==> src/rtl/seg7_scan_to_bcd.sv <==
// Recovers BCD digits from a multiplexed active-high 7-segment bus and assembles frames.
// Optional SEG7_BLANK_EN: all-dark pattern decodes to 4'hF and counts as valid.
module seg7_scan_to_bcd #(
  parameter int NDIG       = 4,
  parameter int STABLE_CYC = 3
) (
  input  logic              clk,
  input  logic              rst,
  input  logic [6:0]        seg,
  input  logic [NDIG-1:0]   dig_sel,
  output logic [4*NDIG-1:0] bcd,
  output logic              frame_valid,
  output logic              frame_err,
  output logic [NDIG-1:0]   err_mask
);
  localparam int SW = NDIG + 7;
  localparam logic [7:0] STAB = 8'(STABLE_CYC);

  logic [SW-1:0]          cur, prev;
  logic [7:0]             run, run_nxt;
  logic                   onehot, same, accept, complete;
  logic [3:0]             dval;
  logic                   dinv;
  logic [NDIG-1:0]        seen, seen_nxt;
  logic [NDIG-1:0][3:0]   stg_val, stg_val_nxt;
  logic [NDIG-1:0]        stg_inv, stg_inv_nxt;

  assign cur    = {dig_sel, seg};
  assign same   = (cur == prev);
  assign onehot = (dig_sel != '0) && ((dig_sel & (dig_sel - 1'b1)) == '0);

  always_comb begin
    dinv = 1'b0;
    dval = 4'hE;
    case (seg)
      7'b0111111: dval = 4'd0;
      7'b0000110: dval = 4'd1;
      7'b1011011: dval = 4'd2;
      7'b1001111: dval = 4'd3;
      7'b1100110: dval = 4'd4;
      7'b1101101: dval = 4'd5;
      7'b1111101: dval = 4'd6;
      7'b0000111: dval = 4'd7;
      7'b1111111: dval = 4'd8;
      7'b1101111: dval = 4'd9;
`ifdef SEG7_BLANK_EN
      7'b0000000: dval = 4'hF;
`endif
      default:    dinv = 1'b1;
    endcase
  end

  // Run length of the current one-hot sample; a saturated run means it was already accepted.
  always_comb begin
    run_nxt = 8'd0;
    if (onehot) begin
      if (!same)            run_nxt = 8'd1;
      else if (run >= STAB) run_nxt = STAB;
      else                  run_nxt = run + 8'd1;
    end
  end

  assign accept   = onehot && (run_nxt == STAB) && !(same && run == STAB);
  assign seen_nxt = seen | (accept ? dig_sel : '0);
  assign complete = accept && (&seen_nxt);

  for (genvar i = 0; i < NDIG; i++) begin : g_slot
    always_comb begin
      stg_val_nxt[i] = stg_val[i];
      stg_inv_nxt[i] = stg_inv[i];
      if (accept && dig_sel[i]) begin
        stg_val_nxt[i] = dval;
        stg_inv_nxt[i] = dinv;
      end
    end
  end

  always_ff @(posedge clk) begin
    if (rst) begin
      prev        <= '0;
      run         <= 8'd0;
      seen        <= '0;
      stg_val     <= '0;
      stg_inv     <= '0;
      bcd         <= '0;
      err_mask    <= '0;
      frame_valid <= 1'b0;
      frame_err   <= 1'b0;
    end else begin
      prev        <= cur;
      run         <= run_nxt;
      stg_val     <= stg_val_nxt;
      stg_inv     <= stg_inv_nxt;
      frame_valid <= 1'b0;
      frame_err   <= 1'b0;
      if (complete) begin
        bcd         <= stg_val_nxt;
        err_mask    <= stg_inv_nxt;
        frame_valid <= ~|stg_inv_nxt;
        frame_err   <= |stg_inv_nxt;
        seen        <= '0;
      end else begin
        seen        <= seen_nxt;
      end
    end
  end
endmodule
==> config.mk <==
export PLATFORM = sky130hd
export DESIGN_NAME = seg7_scan_to_bcd
export DESIGN_NICKNAME = d
export VERILOG_FILES = /design/src/rtl/seg7_scan_to_bcd.sv
export SDC_FILE = /design/constraint.sdc
export NUM_CORES = 1
export LEC_CHECK = 0
export CORE_ASPECT_RATIO = 0.7
export CORE_MARGIN = 8
export CORE_UTILIZATION = 40
export CTS_BUF_LIST = sky130_fd_sc_hd__clkbuf_4
export DETAILED_ROUTE_END_ITERATION = 8
export DONT_BUFFER_PORTS = 1
export PLACE_DENSITY = 0.59
export REMOVE_ABC_BUFFERS = 1
export SLEW_MARGIN = 10
export SYNTH_ARGS = -nofsm -noshare
export SYNTH_HDL_FRONTEND = slang
export SYNTH_SLANG_ARGS = --single-unit
export TNS_END_PERCENT = 1
==> constraint.sdc <==
create_clock -name clk -period 2.09 [get_ports clk]
set_clock_uncertainty 0.05 [all_clocks]
set_input_delay 0.3135 -clock clk [delete_from_list [all_inputs] [get_ports clk]]
set_output_delay 0.3135 -clock clk [all_outputs]
set_load 0.01 [all_outputs]
==> results.sh <==
export IMPL_dominant_combinational_cell_family_by_area_after_synthesis="simple AND/OR/NAND/NOR gates"
export IMPL_largest_net_degree_at_the_start_of_global_routing=33
export IMPL_avg_cell_area_syn_um2=10.6
export IMPL_final_max_slew_viol_count=0
export IMPL_synth_top_flop_cell="sky130_fd_sc_hd__dfxtp_1"
export IMPL_globalRoute_totalOverflow=0
export IMPL_timing_fmax_ghz=0.497
export IMPL_grt_antenna_before_repair=0
export IMPL_post_place_ws_ps=-10.3
export IMPL_timing_max_cap_violations=0
export IMPL_clock_transition_at_the_register_clock_pins_on_the_worst_setup_and_hold_paths_after_cts_ps=110
export IMPL_worst_endpoint_arrival_ps=2310
export IMPL_post_synth_edffs=0
export IMPL_finalSetupViolations=0
export IMPL_vdd_ir_drop_worst_mv=0.354
export IMPL_max_slew_margin=0.523
export IMPL_clock_latency_ps=420
export IMPL_vias_in_the_first_global_route=1646
export IMPL_multi_input_area_um2=1170
export IMPL_antenna_cells_inserted=0
export IMPL_drtPass1Iterations=4
export IMPL_syn2layout_area_growth_pct=18.8
export IMPL_worst_max_slew_pin_slew_ps=709
export IMPL_yosysWarnings=0
export IMPL_synthesis_instances=238
export IMPL_ys_async_sr_fraction=0
export IMPL_timing_critical_path_to_type="register"
export IMPL_totalPowerFinal_uw=2470
export IMPL_synth_seq_area_share=0.515
export IMPL_worst_hold_path_type="input port to register"
export IMPL_synth_xor_xnor_area_share=0.0485
export IMPL_hold_viol=0
export IMPL_muxShareOfSynthArea=0.0792
export IMPL_initial_utilization=0.410
export IMPL_fillers=565
export IMPL_route_detailed_vias_per_inst=5.08
export IMPL_worst_slack_ps=78.7
export IMPL_worst_setup_path_type="register to register"
export IMPL_ioPinCount=35
export IMPL_layout_area_seq_um2=1300
export IMPL_worst_path_required_time_ps=2390
export IMPL_unrepaired_setup_endpoints_after_global_routing="no"
export IMPL_remaining_drc_errors=0
export IMPL_drive_gt1_frac=0.147
export IMPL_tritoncts_num_sinks=65
export IMPL_maximum_fanout_along_the_worst_path=6
export IMPL_die_outline_width_um=111
export IMPL_power_density_cell_area_nw_per_um2=823
export IMPL_dieHeight_um=82.5
export IMPL_vias=1744
export IMPL_synthesis_area_um2=2530
export IMPL_synth_ff_latch_count=65
export IMPL_wl_per_cell_um=16.1
export IMPL_wire_length_of_the_first_global_routing_pass_mm=8.76
export IMPL_drtIter0Drc=96
export IMPL_htree_levels=3
export IMPL_global_route_usage_total=0.125
export IMPL_cts_tree="built"
export IMPL_fin_setup_tns_ps=0
export IMPL_cts_buffer_depth=2
export IMPL_synth_compound_area_frac=0.139
export IMPL_fin_crit_sh=0.962
export IMPL_wirelength_mm=5.54
export IMPL_outcome="complete, no violations"
export IMPL_synth_simple_gate_area_share=0.172
export IMPL_post_synth_fa_ha_maj_area_fraction=0.00495
export IMPL_cts_buffers_inserted=9
export IMPL_root_buffer="sky130_fd_sc_hd__clkbuf_4"
export IMPL_core_area_um2=6160
export IMPL_fp_dieArea_um2=9160
export IMPL_start_kind="register"
export IMPL_portBuffers=0
export IMPL_static_leakage_power_uw=0.00120
export IMPL_num_nets_final=274
export IMPL_dp_final_hpwl_mm=3.60
export IMPL_rows=24
export IMPL_finalWeightedCongestion=0.825
export IMPL_synth_cell_type_count=45
export IMPL_antenna_nets_post_route=0
export IMPL_final_period_minus_worst_setup_slack_ps=2010
[cell usage after synthesis, types with 2 or more instances]
cell | count | area, µm²
sky130_fd_sc_hd__mux2i_1 | 20 | 200
sky130_fd_sc_hd__clkbuf_1 | 5 | 18.8
sky130_fd_sc_hd__nor3_1 | 4 | 20.0
sky130_fd_sc_hd__a21boi_0 | 2 | 15.0
sky130_fd_sc_hd__a21oi_1 | 3 | 15.0
sky130_fd_sc_hd__nor2b_1 | 14 | 87.6
sky130_fd_sc_hd__buf_2 | 10 | 50.1
sky130_fd_sc_hd__o2bb2ai_1 | 20 | 175
sky130_fd_sc_hd__nor2_1 | 28 | 105
sky130_fd_sc_hd__xnor2_1 | 14 | 123
sky130_fd_sc_hd__a31oi_1 | 2 | 12.5
sky130_fd_sc_hd__nand3_2 | 4 | 40.0
sky130_fd_sc_hd__nand4_1 | 3 | 18.8
sky130_fd_sc_hd__dfxtp_1 | 65 | 1300
sky130_fd_sc_hd__a311oi_1 | 2 | 17.5
sky130_fd_sc_hd__nand2_1 | 4 | 15.0
sky130_fd_sc_hd__and2_1 | 2 | 12.5
sky130_fd_sc_hd__inv_1 | 2 | 7.51
sky130_fd_sc_hd__o311a_1 | 2 | 20.0
sky130_fd_sc_hd__o22ai_1 | 2 | 12.5
sky130_fd_sc_hd__nand3_1 | 3 | 15.0
sky130_fd_sc_hd__nand2b_1 | 4 | 25.0
[area by class of cell]
type,count,share of cell area
inverters,2,0.00250
clock inverters,7,0.0396
well taps,78,0.0325
repair buffers,24,0.0792
clock buffers,9,0.0225
multi-input cells,158,0.390
flip-flops and latches,65,0.434
[state kept, by name (all words and copies together) (netlist names)]
name         cells
frame_valid      1
seen             4
bcd             16
stg_val         16
run              8
frame_err        1
stg_inv          4
err_mask         4
prev            11
[worst paths after layout]
kind	start	end	slack, ps	depth (start not counted)
max	run[0]	frame_valid	80	7
max reg2reg	run[0]	frame_valid	80	7
min reg2reg	seen[3]	seen[3]	420	2
min	rst	frame_err	110	2
[cells in the final DEF, fill, tap and decap left out, drive strengths merged, types with 3 or more instances in the layout]
cell type / count
nand2b: 4
o2bb2ai: 20
conb: 6
dfxtp: 65
buf: 11
nor3: 5
nor2: 28
nand2: 4
nand3: 7
bufinv: 3
nand4: 3
mux2i: 20
a21oi: 4
dlygate4sd3: 13
xnor2: 14
and2: 3
nor2b: 14
clkbuf: 9
[through the flow]
step / hold WS (ps) / std cells / utilization / cell area (µm²)
CTS: 8.31 / 337 / 0.474 / 2920
detailed placement: 343 / 308 / 0.420 / 2590
global route: 79.1 / 343 / 0.487 / 3000
floorplan: 335 / 225 / - / 2450
finish: 112 / 343 / 0.487 / 3000
global placement: 341 / 308 / 0.420 / 2590
[report_power, final]
part           leakage (µW)  internal (µW)  switching, µW
Sequential         0.000529           1260           7.82
Combinational      0.000574           74.6           62.0
Clock             0.0000921            604            465
Total               0.00120           1940            535
[worst max-delay path, stage by stage, from the launching register on]
cell,delay (ps)
sky130_fd_sc_hd__dfxtp_1,360
sky130_fd_sc_hd__ha_1,310
sky130_fd_sc_hd__nor3b_4,220
sky130_fd_sc_hd__a2bb2oi_4,220
sky130_fd_sc_hd__buf_4,160
sky130_fd_sc_hd__nand3_4,130
sky130_fd_sc_hd__a22oi_1,260
sky130_fd_sc_hd__and4b_1,240
[logic make-up after synthesis]
| group | count (synthesis) |
|---|---|
| simple gates | 76 |
| flops | 65 |
| xor+xnor | 14 |
| fa+ha+maj | 1 |
| mux | 20 |
| other cells | 1 |
| buf+inv | 20 |
| compound gates | 41 |
[what timing repair did]
action | 4_1_cts | 5_1_grt
hold buffers | 13 | 1
setup buffers | 0 | 5
endpoints found under the hold margin | 33 | 1
resized for setup | 1 | 3
pin swaps | 0 | 3
endpoints found under the setup margin | 1 | 7
[routing by layer]
layer | share of wire | up-vias | GRT usage
li1 | - | 888 | -
met1 | 0.49 | 809 | 0.157
met2 | 0.41 | 39 | 0.173
met3 | 0.096 | 8 | 0.0758
met4 | 0.0099 | 0 | 0.0403
met5 | 0 | - | 0
Note: power is estimated with default switching activity, not from simulation.
